===== config.mk =====
export PLATFORM = sky130hd
export DESIGN_NAME = result_capture_fifo
export DESIGN_NICKNAME = d
export VERILOG_FILES = /design/src/rtl/result_capture_fifo.sv
export SDC_FILE = /design/constraint.sdc
export NUM_CORES = 1
export LEC_CHECK = 0
export CORE_ASPECT_RATIO = 0.6
export CORE_MARGIN = 3
export CORE_UTILIZATION = 50
export CTS_CLUSTER_SIZE = 12
export DETAILED_ROUTE_END_ITERATION = 8
export PLACE_DENSITY = 0.84
export SLEW_MARGIN = 20
export SYNTH_ARGS = -nofsm -noshare
export SYNTH_HDL_FRONTEND = slang
export SYNTH_SLANG_ARGS = --single-unit

===== constraint.sdc =====
create_clock -name clk -period 2.61 [get_ports clk]
set_input_delay 0.261 -clock clk [delete_from_list [all_inputs] [get_ports clk]]
set_output_delay 0.261 -clock clk [all_outputs]
set_load 0.01 [all_outputs]

===== src/rtl/result_capture_fifo.sv =====
// result_capture_fifo: first-word-fall-through byte FIFO that also keeps a running checksum,
// a saturating acceptance count and a sticky zero-byte flag over accepted results.
module result_capture_fifo #(
  parameter int DEPTH = 4
) (
  input  logic                     clk,
  input  logic                     clear,
  input  logic [7:0]               in_data,
  input  logic                     in_valid,
  output logic                     in_ready,
  output logic [7:0]               out_data,
  output logic                     out_valid,
  input  logic                     out_ready,
  output logic [$clog2(DEPTH):0]   level,
  output logic [15:0]              checksum,
  output logic [7:0]               accept_cnt,
  output logic                     zero_seen
);
  localparam int AW = $clog2(DEPTH);
  localparam logic [AW:0] FULL = (AW+1)'(DEPTH);
  localparam logic [AW:0] ONE = (AW+1)'(1);
  logic [7:0]    mem [DEPTH];
  logic [AW-1:0] wr_ptr;
  logic [AW-1:0] rd_ptr;
  logic          push;
  logic          pop;
  // A pop while full does not open a slot in the same cycle.
  assign in_ready  = level != FULL;
  assign out_valid = level != '0;
  assign out_data  = out_valid ? mem[rd_ptr] : 8'h00;
  assign push      = in_valid && in_ready;
  assign pop       = out_valid && out_ready;
  always_ff @(posedge clk) begin
    if (push && !clear) mem[wr_ptr] <= in_data;
  end
  always_ff @(posedge clk or posedge clear) begin
    if (clear) begin
      wr_ptr     <= '0;
      rd_ptr     <= '0;
      level      <= '0;
      checksum   <= 16'h0000;
      accept_cnt <= 8'h00;
      zero_seen  <= 1'b0;
    end else begin
      if (push) wr_ptr <= wr_ptr + AW'(1);
      if (pop) rd_ptr <= rd_ptr + AW'(1);
      level <= (push && !pop) ? level + ONE : (!push && pop) ? level - ONE : level;
      if (push) checksum <= checksum + {8'h00, in_data};
      if (push && accept_cnt != 8'hFF) accept_cnt <= accept_cnt + 8'd1;
      if (push && in_data == 8'h00) zero_seen <= 1'b1;
    end
  end
endmodule


### Word level (Yosys, flattened, before mapping)

Memory sizes are Yosys's and may differ from the RTL's.
Index checks and enable logic that the tools add are counted.

| storage, ports and cells | value |
|---|---|
| bits in read-only memories | 0 |
| bits in latches | 0 |
| bits of input ports | 12 |
| memory bits (writable) | 32 |
| flip-flop bits (word level) | 32 |
| output and inout port bits | 38 |
| memories | 1 |

Memory list:

| memory | words | bits a word | rd ports | clocked after memory_dff | wr ports | line | source |
|---|---|---|---|---|---|---|---|
| mem | 4 | 8 | 1 | 0 | 1 | 22 | `logic [7:0] mem [DEPTH];` |

| operators by class | value |
|---|---|
| equal/unequal tests | 2 |
| bitwise logic cells | 0 |
| shift operators | 0 |
| magnitude comparators | 0 |
| reduce and logical (&&, ||, !) cells | 13 |
| $mul | 0 |
| $add $sub $neg | 6 |
| divide/modulo/power cells | 0 |
| multiplexer cells | 5 |

Operator list:

| cell | count |
|---|---|
| adder 16 x 8 -> 16 bit | 1 |
| adder 8 x 1 -> 8 bit (second input constant) | 1 |
| zero test 8 bit | 1 |
| 2-to-1 mux 8 bit | 1 |
| != test 8 bit (second input constant) | 1 |
| logical AND 1 bit | 7 |
| 2-to-1 mux 3 bit | 2 |
| adder 2 x 1 -> 2 bit (second input constant) | 2 |
| adder 3 x 1 -> 3 bit (second input constant) | 1 |
| zero test 1 bit | 3 |
| != test 3 bit (second input constant) | 1 |
| nonzero test 3 bit | 1 |
| subtractor 3 x 1 -> 3 bit (second input constant) | 1 |
| 2-to-1 mux 1 bit | 2 |
| nonzero test 2 bit | 1 |

### Depth between registers and ports, before layout

| logic depth | value |
|---|---|
| depth after elaboration | 6 |
| mapped depth | 10 |
| mapped depth without buffers | 9 |

### Least setup slack after synthesis

No wires, ideal clock.

| timing path | value |
|---|---|
| path kind | register to register |
| start | reg level[0] |
| end | reg level[1] |
| stages on the path, launching flop included | 9 |
| slack | 0.295 ns |
| library setup time | 0.125 ns |
| path buffers | 1 |
| data required time | 2.485 ns |
| arrival time | 2.190 ns |
| path through | dfrtp_1 > or3b_4 > nand2_4 > inv_4 > clkbuf_1 > ha_1 > inv_1 > fa_1 > mux2_2 |

| on the way | value |
|---|---|
| longest elaborated chain between the ends | 5 |
| elaborated cells between the ends (all ways) | 13 |
| classes of those cells | add/sub: 2; eq/ne: 1; mux: 2; reduce/logical: 8 |

Ends and longest elaborated chain:

| element | line | source |
|---|---|---|
| start: declaration | 14 | `output logic [$clog2(DEPTH):0] level,` |
| start signal: assignment | 47 | `level <= (push && !pop) ? level + ONE : (!push && pop) ? level - ONE : level;` |
| != test 3 bit * | 28 | `assign in_ready = level != FULL;` |
| via in_ready | 10 | `output logic in_ready,` |
| logical AND 1 bit * | 31 | `assign push = in_valid && in_ready;` |
| via push | 25 | `logic push;` |
| zero test 1 bit | 47 |  |
| logical AND 1 bit | 47 |  |
| nonzero test 2 bit (no line) | - |  |

The timed path passes the listed nets; every way through them passes the cells marked *. The select of a mux whose other input is x is not followed.
A chain may end at the register's enable or synchronous reset.

### Final worst setup path

| timing path | value |
|---|---|
| start | reg level[0] |
| end | reg level[1] |

| on the way | value |
|---|---|
| longest elaborated chain between the ends | 5 |
| elaborated cells between the ends (all ways) | 13 |
| classes of those cells | add/sub: 2; eq/ne: 1; mux: 2; reduce/logical: 8 |

Ends and longest elaborated chain:

| element |
|---|
| parallel branches: the longest is 5 deep, another holds subtractor 3 x 1 -> 3 bit |

Parallel ways; which one is timed is not known. The select of a mux whose other input is x is not followed.

==> flow_metrics.tcl <==
set metrics [dict create \
    path_class "reg2reg" \
    synth_top_area_share_pct 32.0 \
    grt_pass1_wl_mm 9.93 \
    slew_viol_final 0 \
    synth_warnings 0 \
    grt_use_total_pct 19.2 \
    synth-xor-area-share_pct 7.58 \
    areaGrowthSynthToFinish_pct 26.2 \
    cts_sinks 64 \
    vias 1937 \
    synthTopCellsByArea "edfxtp_1 32%, dfrtp_1 27%, mux4_2 6.0%" \
    fmax_mhz 418 \
    ios 50 \
    startpoint "level[0]" \
    slew_headroom_pct 69.6 \
    drt_iter0_drc 103 \
    tightest_slew_ns 0.456 \
    setup_violations 0 \
    clkLatencyLatePin_ns 0.34 \
    grt_pass1_vias 1848 \
    num_rows 21 \
    ys_top_cells_by_count "32 x dfrtp_1, 32 x edfxtp_1, 18 x nand2_1, 15 x xor2_1, 14 x ha_1" \
    final_hold_viol_count 0 \
    routed_wl_mm 6.10 \
    viasPerCell 5.26 \
    synth_flop_cell "edfxtp_1" \
    n_fill_cell 424 \
    clk_pin_slew_ns 0.06 \
    cts_setup_buffers 0 \
    dpl_cell_area_um2 3610 \
    ys_ff_latch 64 \
    synth.cell_area_um2 3010 \
    globalRouteOverflowTotal 0 \
    rsz0062_at_grt "no" \
    cts_buffer_depth 2 \
    hp-class "in2async" \
    synth_edf_count 32 \
    synthMuxAreaShare_pct 7.12 \
    root_buffer "clkbuf_8" \
    worstReg2RegStart "level[0]" \
    drcViolationCount 0 \
    p_leak_uw 0.00154 \
    synth_compound_area_share_pct 4.87 \
    die_h_um 66.1 \
    period_share_pct 91.8 \
    place_hpwl_mm 4.46 \
    fin_setup_tns_ns 0 \
    wl_per_cell_um 16.6 \
    synthDistinctLibCells 39 \
    post-synth-top-area-cell "edfxtp_1" \
    layout.nets 311 \
    port_buffers 49 \
    synth_top_family_by_area "simple AND/OR/NAND/NOR gates" \
    final_area_um2 3790 \
    cp.required_ns 2.83 \
    drv_cap 0 \
    place_congestion 0.845 \
    synthSimpleGateAreaFrac_pct 13.0 \
    syn_nets 251 \
    diodes 0 \
    synth_cells 223 \
    cts_buffers 9 \
    worstSetupStartpointType "flop" \
    postCtsHoldBufs 0 \
    drive_gt1_share_pct 12.2 \
    p_per_area_nw_per_um2 1150 \
    arrival_ns 2.62 \
    post_cts_resize_count 0 \
    min_period_ns 2.39 \
    status "complete, no violations" \
    postSynth.asyncResetShare_pct 50.0 \
    cts_tree "done" \
    synth_fa_ha_area_share_pct 7.16 \
    dieArea_um2 7010 \
    endpoint_kind "flop" \
    cp_max_fo 17 \
    antenna_left 0 \
    die_x_um 106 \
    antenna_found_initial 0 \
    fp.coreArea_um2 5700 \
    htree_levels 3 \
    grt_max_degree 27 \
    first_pass_iters 4 \
    avgSynthCellArea_um2 13.5 \
    fin_skew_ns 0.00575 \
    yosysSeqAreaShare_pct 58.6 \
    r2r_cells 7 \
    initial_utilization_pct 52.7 \
    ir_worst_vdd_mv 0.548 \
]
-- cells by family (layout without fill, tap and decap cells) --
kind of cell | Yosys count | in the layout
flip-flops | 64 | 64
adder cells (fa/ha/maj) | 16 | 16
buffers and inverters | 12 | 77
multiplexers | 11 | 11
XOR/XNOR | 26 | 26
AO/OA/AOI/OAI | 24 | 24
AND/OR/NAND/NOR | 70 | 70
-- critical path, cell delays in order (launching register included) --
cell     delay, ns
dfrtp_1       0.45
or3b_4        0.47
nand2_4       0.19
inv_4         0.12
ha_1          0.24
inv_1         0.09
fa_1          0.43
mux2_2        0.27
-- cell usage in the layout, fill, tap and decap left out, types with 2 or more instances in the layout --
| master | Yosys | layout |
|---|---|---|
| mux2_2 | 3 | 3 |
| ha_1 | 14 | 14 |
| and2_1 | 9 | 9 |
| and3_1 | 8 | 8 |
| fa_1 | 2 | 2 |
| dfrtp_1 | 32 | 32 |
| o21ai_0 | 10 | 10 |
| xnor2_1 | 11 | 11 |
| clkdlybuf4s50_1 | 0 | 49 |
| xor2_1 | 15 | 15 |
| nor3b_1 | 2 | 2 |
| buf_4 | 0 | 5 |
| nand3_1 | 10 | 10 |
| edfxtp_1 | 32 | 32 |
| and3_4 | 2 | 2 |
| nand4_1 | 2 | 2 |
| a21o_1 | 3 | 3 |
| nor2_1 | 6 | 6 |
| clkbuf_8 | 0 | 9 |
| mux4_2 | 8 | 8 |
| inv_1 | 6 | 6 |
| clkbuf_1 | 3 | 3 |
| a21oi_1 | 4 | 4 |
| nand2b_1 | 3 | 3 |
| nor4_1 | 3 | 3 |
| nand2_1 | 18 | 18 |
-- through the flow --
step           power (uW)  setup WS, ns  hold WS [ns]  util (%)  instances
3_3_place_gp         3510         0.238         0.470      63.4        352
6_report             4360         0.215         0.214      66.5        368
3_5_place_dp         3580         0.185         0.454      63.4        352
5_1_grt              4650        0.0721         0.251      66.5        368
4_1_cts              4380         0.219         0.214      66.5        368
2_1_floorplan        2730         0.295         0.360         -        223
-- path summary, 6_finish.rpt --
path	to	slack, ns
setup reg to reg	level[1]	0.22
hold reg to reg	zero_seen	0.47
hold / removal	checksum[2]	0.21
setup / recovery	level[1]	0.22
max in group asynchronous	accept_cnt[3]	1.74
min in group clk	zero_seen	0.47
-- routing by layer --
metal	track usage (%)	share of wire, %	vias to the layer above
met4	6.14	1.2	0
met1	27.5	51	943
met3	6.24	5.8	9
li1	-	-	928
met5	0	0	-
met2	27.9	42	57
-- sequential cells by signal (all words and copies together), names as in the netlist --
signal      cells
accept_cnt      8
checksum       16
level           3
mem            32
rd_ptr          2
wr_ptr          2
zero_seen       1
-- final cells by class --
cell class | count | area (um^2) | area share (%)
repair buffers | 54 | 528 | 13.9
inverters | 7 | 28.8 | 0.759
clock buffers | 12 | 135 | 3.56
well taps | 80 | 100 | 2.64
multi-input cells | 147 | 1190 | 31.5
clock inverters | 4 | 46.3 | 1.22
flip-flops and latches | 64 | 1760 | 46.4
-- power breakdown --
group	internal (uW)	total, uW	switching [uW]
Clock	437	790	353
Combinational	1080	1960	886
Sequential	1340	1600	263
No activity file was read; power rests on OpenSTA's default activity.
